--- src/rtl/hash_feeder_pkg.sv ---
// Shared types and widths for the hash message feeder.
package hash_feeder_pkg;

  localparam int LEN_W    = 64;
  localparam int BYTE_W   = 8;
  localparam int DIGEST_W = 32;

  typedef enum logic [1:0] {
    FILL      = 2'd0,
    FILL_DONE = 2'd1,
    SEND      = 2'd2,
    WAIT      = 2'd3
  } state_e;

endpackage

--- src/rtl/hmf_byte_ram.sv ---
// Message byte buffer: simple dual-port RAM, synchronous write, registered read.
// The read register returns zero when no read is issued, so it can drive M directly.
module hmf_byte_ram
  import hash_feeder_pkg::*;
#(
  parameter int DEPTH  = 64,
  parameter int ADDR_W = $clog2(DEPTH)
) (
  input  logic              clk,
  input  logic              rst_n,
  input  logic              we,
  input  logic [ADDR_W-1:0] waddr,
  input  logic [BYTE_W-1:0] wdata,
  input  logic              re,
  input  logic [ADDR_W-1:0] raddr,
  output logic [BYTE_W-1:0] rdata
);

  logic [BYTE_W-1:0] mem [DEPTH];
  logic [BYTE_W-1:0] rdata_q;

  always_ff @(posedge clk) begin
    if (we) begin
      mem[waddr] <= wdata;
    end
  end

  always_ff @(posedge clk or negedge rst_n) begin
    if (!rst_n) begin
      rdata_q <= '0;
    end else if (re) begin
      rdata_q <= mem[raddr];
    end else begin
      rdata_q <= '0;
    end
  end

  assign rdata = rdata_q;

endmodule

--- src/rtl/hash_msg_feeder.sv ---
// Store-and-forward feeder: buffers one byte-stream message, replays it gap-free to the hash core,
// captures the digest. Optional WAIT watchdog enabled by defining HMF_WDOG_EN.
module hash_msg_feeder
  import hash_feeder_pkg::*;
#(
  parameter int DEPTH       = 64,
  parameter int WDOG_CYCLES = 1024
) (
  input  logic                clk,
  input  logic                rst_n,
  input  logic [BYTE_W-1:0]   s_data,
  input  logic                s_valid,
  input  logic                s_last,
  output logic                s_ready,
  output logic [BYTE_W-1:0]   m_data,
  output logic                m_valid,
  output logic [LEN_W-1:0]    m_length,
  input  logic                hash_ready,
  input  logic [DIGEST_W-1:0] digest,
  output logic [DIGEST_W-1:0] o_digest,
  output logic                o_valid,
  input  logic                o_ready,
  output logic                ovf,
  output logic                wdog_err
);

  localparam int ADDR_W = $clog2(DEPTH);
  localparam int CNT_W  = ADDR_W + 1;
  localparam logic [CNT_W-1:0] FULL = CNT_W'(DEPTH);

  if (DEPTH < 2 || (DEPTH & (DEPTH - 1)) != 0 || WDOG_CYCLES < 1) begin : g_param_check
    $error("hash_msg_feeder: DEPTH must be a power of two >= 2 and WDOG_CYCLES >= 1");
  end

  state_e              state_q, state_d;
  logic [CNT_W-1:0]    cnt_q, cnt_d;
  logic [CNT_W-1:0]    rd_ptr_q, rd_ptr_d;
  logic                s_ready_q, s_ready_d;
  logic                m_valid_q, m_valid_d;
  logic [LEN_W-1:0]    m_length_q, m_length_d;
  logic                o_valid_q, o_valid_d;
  logic [DIGEST_W-1:0] o_digest_q, o_digest_d;
  logic                ovf_q, ovf_d;

  logic                ram_we;
  logic                ram_re;
  logic [ADDR_W-1:0]   ram_raddr;

`ifdef HMF_WDOG_EN
  localparam int WDOG_W = $clog2(WDOG_CYCLES + 1);
  logic [WDOG_W-1:0]   wdog_cnt_q, wdog_cnt_d;
  logic                wdog_err_q, wdog_err_d;
`endif

  // The RAM read register doubles as the M output register: it is loaded with buf[0]
  // on the cycle that leaves FILL_DONE, so the first burst byte carries no bubble.
  hmf_byte_ram #(
    .DEPTH  (DEPTH),
    .ADDR_W (ADDR_W)
  ) u_ram (
    .clk   (clk),
    .rst_n (rst_n),
    .we    (ram_we),
    .waddr (cnt_q[ADDR_W-1:0]),
    .wdata (s_data),
    .re    (ram_re),
    .raddr (ram_raddr),
    .rdata (m_data)
  );

  always_comb begin
    state_d    = state_q;
    cnt_d      = cnt_q;
    rd_ptr_d   = rd_ptr_q;
    s_ready_d  = s_ready_q;
    m_valid_d  = 1'b0;
    m_length_d = m_length_q;
    o_valid_d  = o_valid_q;
    o_digest_d = o_digest_q;
    ovf_d      = ovf_q;
    ram_we     = 1'b0;
    ram_re     = 1'b0;
    ram_raddr  = rd_ptr_q[ADDR_W-1:0];
`ifdef HMF_WDOG_EN
    wdog_err_d = wdog_err_q;
    wdog_cnt_d = (state_q == WAIT) ? wdog_cnt_q + WDOG_W'(1) : '0;
`endif

    if (o_valid_q && o_ready) begin
      o_valid_d = 1'b0;
    end

    case (state_q)
      FILL: begin
        if (s_valid && s_ready_q) begin
          if (cnt_q == '0) begin
            ovf_d = 1'b0;
          end
          // Bytes past DEPTH are consumed but dropped so the host can still finish the message.
          if (cnt_q < FULL) begin
            ram_we = 1'b1;
            cnt_d  = cnt_q + CNT_W'(1);
          end else begin
            ovf_d = 1'b1;
          end
          if (s_last) begin
            s_ready_d = 1'b0;
            state_d   = FILL_DONE;
          end
        end
      end
      FILL_DONE: begin
        if (!o_valid_q) begin
          ram_re     = 1'b1;
          ram_raddr  = '0;
          rd_ptr_d   = CNT_W'(1);
          m_valid_d  = 1'b1;
          m_length_d = LEN_W'(cnt_q);
          state_d    = SEND;
        end
      end
      SEND: begin
        if (rd_ptr_q < cnt_q) begin
          ram_re    = 1'b1;
          m_valid_d = 1'b1;
          rd_ptr_d  = rd_ptr_q + CNT_W'(1);
        end else begin
          state_d = WAIT;
        end
      end
      WAIT: begin
        if (hash_ready) begin
          o_digest_d = digest;
          o_valid_d  = 1'b1;
          cnt_d      = '0;
          rd_ptr_d   = '0;
          s_ready_d  = 1'b1;
          state_d    = FILL;
        end
`ifdef HMF_WDOG_EN
        else if (wdog_cnt_q == WDOG_W'(WDOG_CYCLES - 1)) begin
          wdog_err_d = 1'b1;
          cnt_d      = '0;
          rd_ptr_d   = '0;
          s_ready_d  = 1'b1;
          state_d    = FILL;
        end
`endif
      end
      default: begin
        state_d = FILL;
      end
    endcase
  end

  always_ff @(posedge clk or negedge rst_n) begin
    if (!rst_n) begin
      state_q    <= FILL;
      cnt_q      <= '0;
      rd_ptr_q   <= '0;
      s_ready_q  <= 1'b1;
      m_valid_q  <= 1'b0;
      m_length_q <= '0;
      o_valid_q  <= 1'b0;
      o_digest_q <= '0;
      ovf_q      <= 1'b0;
    end else begin
      state_q    <= state_d;
      cnt_q      <= cnt_d;
      rd_ptr_q   <= rd_ptr_d;
      s_ready_q  <= s_ready_d;
      m_valid_q  <= m_valid_d;
      m_length_q <= m_length_d;
      o_valid_q  <= o_valid_d;
      o_digest_q <= o_digest_d;
      ovf_q      <= ovf_d;
    end
  end

`ifdef HMF_WDOG_EN
  always_ff @(posedge clk or negedge rst_n) begin
    if (!rst_n) begin
      wdog_cnt_q <= '0;
      wdog_err_q <= 1'b0;
    end else begin
      wdog_cnt_q <= wdog_cnt_d;
      wdog_err_q <= wdog_err_d;
    end
  end
  assign wdog_err = wdog_err_q;
`else
  assign wdog_err = 1'b0;
`endif

  assign s_ready  = s_ready_q;
  assign m_valid  = m_valid_q;
  assign m_length = m_length_q;
  assign o_valid  = o_valid_q;
  assign o_digest = o_digest_q;
  assign ovf      = ovf_q;

endmodule
--- config.mk ---
export PLATFORM = sky130hd
export DESIGN_NAME = hash_msg_feeder
export DESIGN_NICKNAME = d
export VERILOG_FILES = /design/src/rtl/hash_feeder_pkg.sv /design/src/rtl/hmf_byte_ram.sv /design/src/rtl/hash_msg_feeder.sv
export SDC_FILE = /design/constraint.sdc
export NUM_CORES = 1
export LEC_CHECK = 0
export ABC_CLOCK_PERIOD_IN_PS = 3400
export CORE_UTILIZATION = 45
export DETAILED_ROUTE_END_ITERATION = 10
export GPL_TIMING_DRIVEN = 0
export PLACE_DENSITY = 0.67
export SKIP_CTS_REPAIR_TIMING = 1
export SKIP_LAST_GASP = 1
export SYNTH_ARGS = -nofsm -noshare
export SYNTH_HDL_FRONTEND = slang
export SYNTH_SLANG_ARGS = --single-unit
--- constraint.sdc ---
create_clock -name clk -period 3.4 [get_ports clk]
set_clock_uncertainty 0.1 [all_clocks]
set_input_delay 0.51 -clock clk [delete_from_list [all_inputs] [get_ports clk]]
set_output_delay 0.51 -clock clk [all_outputs]
set_load 0.1 [all_outputs]
[Word level (Yosys, flattened, before mapping)]
Memory sizes are Yosys's and may differ from the RTL's.
Cells that the tools add are included.
Word-level totals
  output and inout port bits: 109
  memories: 1
  bits in latches: 0
  memory bits (writable): 512
  ROM bits: 0
  word-level logic and storage cells: 73
  register bits after elaboration: 67
Memory list
  u_ram.mem: words 64, width 8, rd ports 1, clocked after memory_dff 0, write ports 1, line hmf_byte_ram.sv:19  | logic [BYTE_W-1:0] mem [DEPTH];
Cells by class
  div/mod/pow operators: 0
  equality and inequality tests: 11
  shifts and indexed selects: 0
  magnitude comparators: 2
  muxes and demuxes: 33
  bitwise operators: 1
  add/sub/neg operators: 2
  $mul: 0
  reductions and logical operators: 13
Operators by type and width (count)
  $mux 7: 5
  $pmux 7 s3: 1
  $ne 2x2->1 const B: 8
  $mux 1: 15
  $add 7x1->7 const B: 2
  $pmux 7 s2: 1
  $mux 6: 2
  $reduce_and 4->1: 3
  $mux 2: 5
  $mux 8: 1
  $pmux 2 s4: 1
  $logic_not 7->1: 1
  $lt 7x7->1: 1
  $lt 7x7->1 const B: 1
  $reduce_and 5->1: 1
  $eq 2x2->1 const B: 2
  $pmux 1 s2: 2
  $reduce_and 2->1: 2
  $reduce_and 3->1: 1
  $reduce_bool 3->1: 1
  $eq 2x1->1 const B: 1
  $logic_and 1x1->1: 2
  $logic_not 2->1: 1
  $reduce_bool 2->1: 1
  $not 1->1: 1

[Longest topological paths before layout]
  depth in word-level cells: 6
  depth in mapped cells: 12
  depth with buffers taken out: 8

[Modules after synthesis]
From an unflattened synthesis, not the netlist that was laid out.
Unflattened totals
  cells, all modules: 1246
  area total of the unflattened synthesis: 23491.3 µm²
Modules (own cells, without submodules)
  hmf_byte_ram: cells an instance 945, seq. area each 15574.9 µm², instances 1, area an instance 20229.4 µm²
  hash_msg_feeder: cells an instance 301, seq. area each 1477.7 µm², instances 1, area an instance 3261.9 µm²

[Least setup slack after synthesis]
No wires, ideal clock.
  path kind: reg2reg
  start point: register s_ready_q, in the netlist s_ready
  end point: memory u_ram.mem[63][0] (enable)
  arrival: 2117 ps
  period minus slack after synthesis: 2588 ps
  stages on the path, launching flop included: 5
  setup slack: 812 ps
  path through: dfstp_2 nand3_1 nor3_1 nand3_1 nor2_1
On the way
  cells in the longest elaborated chain, start to end: 5
Ends and longest elaborated chain
  from (decl): line hash_msg_feeder.sv:38  | logic s_ready_q, s_ready_d;
  from (signal assigned): line hash_msg_feeder.sv:171  | s_ready_q <= s_ready_d;
  $logic_and 1x1->1: line hash_msg_feeder.sv:95  | if (s_valid && s_ready_q) begin
  $mux 1: line hash_msg_feeder.sv:95
  $mux 1: line hash_msg_feeder.sv:93  | case (state_q)
  $mux 1: line hmf_byte_ram.sv:23  | if (we) begin
  $mux 1 (implied by the code): line hmf_byte_ram.sv:24  | mem[waddr] <= wdata;
  to (decl): line hmf_byte_ram.sv:19
No other way between the ends.

[Worst setup path after layout]
  start point: register state_q[0]
  end point: memory u_ram.mem[62][3] (enable)
On the way
  cells in the longest elaborated chain, start to end: 4
Ends and longest elaborated chain
  from (decl): line hash_msg_feeder.sv:35  | state_e state_q, state_d;
  from (signal assigned): line hash_msg_feeder.sv:168  | state_q <= state_d;
  $logic_not 2->1: line hash_msg_feeder.sv:93
  $mux 1: line hash_msg_feeder.sv:93
  $mux 1: line hmf_byte_ram.sv:23
  $mux 1 (implied by the code): line hmf_byte_ram.sv:24
No other way between the ends.

==> results.md <==
* Run status: finished with violations
* Failing checks: negative setup slack
* Max-slew violation count at 0
* Achievable frequency at 285 MHz
* WL final at 68200 um
* Crit path required time at around 3.6 ns
* Cells after synthesis at 1696
* Max Cap Viol at 0
* Die H at about 230 um
* I/O Buffers at 96
* Vias in the first global route at 15500
* PD cells at ~800 nW/um2
* Hold WC Path Type: in2reg
* Final Hold Vio Count at 0
* Drt pass-1 iters at 6
* GR Util All Layers at 25.1%
* Vias at 15800
* Clock latency on the worst-skew pair at 0.64 ns
* Crit path DAT at between 3 and 4 ns
* Layout area overhead at 17.1%
* Clock Path Buffers at 3
* Post-Syn Area per Cell at 14.3 um2
* Violation count after the first detailed-routing iteration at approximately 2000
* Post-synth ARST share at 11.6%
* Share of layout cells above drive strength 1 at 18.3%
* DP HPWL at 46400 um
* Remaining global-route overflow at 0
* DR vias/cell at about 6.0
* Critical path peak fanout at 8
* Seq. cell area at 17100 um2
* Die Span X at 234 um
* Post-synth cell types at 60
* Worst Setup Start Kind: flip-flop
* Cell Area, Synth at 24300 um2
* Worst path slowest cell: nor2_1
* Leak at 10.0 nW
* Crit path cell chain: inv_1, ha_1, nand3_1, nor3_1, nand2_1, nor2_1
* Ports at approximately 160
* Number of diodes at 0
* Design Area, Final at 28400 um2
* Final critical-path required period at 3.51 ns
* Critical Path End Type: flip-flop
* Unrepaired setup endpoints after global routing: true
* Worst-path clk slew at 0.06 ns
* CTS tree: done
* Initial core utilization at 45.8%
* # rows at 84
* PnR worst setup slack at -0.110 ns
* Fin crit share at 103%
* Number of routed nets with antenna violations at 0
* Yosys reg bits at 579
* Yosys Warn Count at 0
* Slew @ Worst Pin at 1.03 ns
* First-pass GRT wire length at just under 100000 um
* Dpl cell area at 26400 um2
* Clock root buffer: clkbuf_16
* Post-synth EDFFs at 512
* Classification of the worst setup path: reg2reg
* Gp weighted congestion at about 0.93
* Nets at around 2000
* Routed WL per cell at 25.6 um
* H-tree levels at 2
* Full die area at 54900 um2
* Largest net degree at the start of global routing at 68
* Final setup viols at 36
* Top_reg_cell synth: edfxtp_1
* Core area at 53000 um2
* Post-route DRC at 0
* CTS Sinks at 579
* Slew margin rel. at 31.2%
* Area of the multi-input gates at between 6000 and 7000 um2
* Fillers at 4341
* Total CTS buffers at 58
* Hold slack at 0.271 ns
* Worst path max stage delay at 0.85 ns
* Peak supply drop at 0.000474 V
* Seq/Total Area, Yosys at 70.2%
* Initial antenna violation count at 1
[final cells by class]
cell class                 count  share of cell area, %
buffer                       171                   3.55
clock buffer                  76                   5.45
clock inverter                34                  0.981
inverter                      47                  0.620
multi-input combinational    956                   22.5
sequential                   579                   59.9
tap                          688                   3.03
timing repair buffer         107                   3.88
[worst max-delay path: cells and delay by family, from the launching register on]
kind                       cells  cell delay (ns)
DFF                            1             0.40
and+or+nand+nor                4             2.23
adders and majority gates      1             0.29
buffers and inverters          1             0.11
[where the power goes]
part | switching (mW) | internal, mW
Clock | 2.72 | 3.51
Sequential | 0.174 | 8.04
Combinational | 6.05 | 2.34
Total | 8.95 | 13.9
[cells in the mapped netlist (all sizes together), types with 2 or more instances]
library cell / number / area (um2)
o22ai: 10 / 62.6
nand2b: 3 / 26.3
a221oi: 46 / 403
edfxtp: 512 / 15400
clkbuf: 31 / 118
and2: 19 / 121
and3: 20 / 125
nand3b: 2 / 15.0
nor2: 123 / 462
a21boi: 17 / 128
mux2i: 79 / 791
or3: 8 / 50.1
o221ai: 31 / 272
a32oi: 17 / 149
o21a: 2 / 15.0
buf: 140 / 891
a31oi: 49 / 307
nor2b: 50 / 313
inv: 47 / 176
a211oi: 15 / 113
nor3: 8 / 50.1
o21ai: 83 / 415
mux2: 67 / 754
nand4: 19 / 119
ha: 13 / 163
dfrtp: 66 / 1650
o311ai: 16 / 140
o211ai: 16 / 125
o31ai: 3 / 22.5
a22oi: 16 / 120
nand3: 33 / 165
a21oi: 30 / 154
a21o: 2 / 15.0
nand2: 90 / 340
[final timing paths]
check / from / to / slack [ns] / cells after the start
max in group asynchronous: rst_n / m_length[1] / 2.18 / 2
max reg2reg: state_q[0] / u_ram.mem[62][3] / -0.11 / 6
min reg2reg: m_length[6] / m_length[6] / 0.38 / 2
min: s_data[4] / u_ram.mem[31][4] / 0.27 / 1
max: state_q[0] / u_ram.mem[62][3] / -0.11 / 6
min in group asynchronous: rst_n / u_ram.rdata[4] / 0.44 / 2
[registers in the layout, summed over array words and instances (netlist names), 2 cells and up]
register,count
cnt_q,7
m_length,7
o_digest,32
rd_ptr_q,7
state_q,2
u_ram.mem,512
u_ram.rdata,8
[layer usage]
metal	vias up	global-route usage, %	routed length (um)
met5	-	0	13
met4	2	11.0	2650
met3	143	6.07	6910
met2	929	39.7	31800
met1	7909	32.9	26800
li1	6862	-	-
[stage by stage]
stage | util (%) | worst slack, ns | std cells | total power, mW | setup TNS [ns]
2_1_floorplan | - | 0.812 | 1753 | 13.9 | 0
3_3_place_gp | 49.7 | -0.539 | 2537 | 16.4 | -157.67
3_5_place_dp | 49.9 | -0.311 | 2545 | 16.5 | -40.26
4_1_cts | 53.4 | -0.130 | 2655 | 22.7 | -7.85
5_1_grt | 53.7 | -0.260 | 2658 | 23.6 | -30.88
6_report | 53.7 | -0.110 | 2658 | 22.8 | -1.98
[cell usage in the layout (no fill, tap or decap), types with 58 or more instances in the layout]
cell type / netlist / final
nand2_1: 89 / 89
nor2_1: 123 / 75
buf_2: 55 / 63
mux2i_1: 79 / 79
clkdlybuf4s50_1: 0 / 87
conb_1: 1 / 58
buf_4: 67 / 70
dfrtp_1: 66 / 66
clkbuf_16: 0 / 59
mux2_2: 66 / 66
edfxtp_1: 512 / 512
o21ai_0: 80 / 80
[kinds of logic (layout without fill, tap and decap cells)]
group                      count (synthesis)  in the layout  share of synthesized area [%]
AOI/OAI and AO/OA                        361            361                           10.4
buffers and inverters                    218            435                           4.88
other                                      1             58                         0.0154
DFF                                      579            579                           70.2
adders and majority gates                 13             13                          0.670
muxes                                    146            146                           6.36
and+or+nand+nor                          378            378                           7.49
No activity file was read; power rests on OpenSTA's default activity.
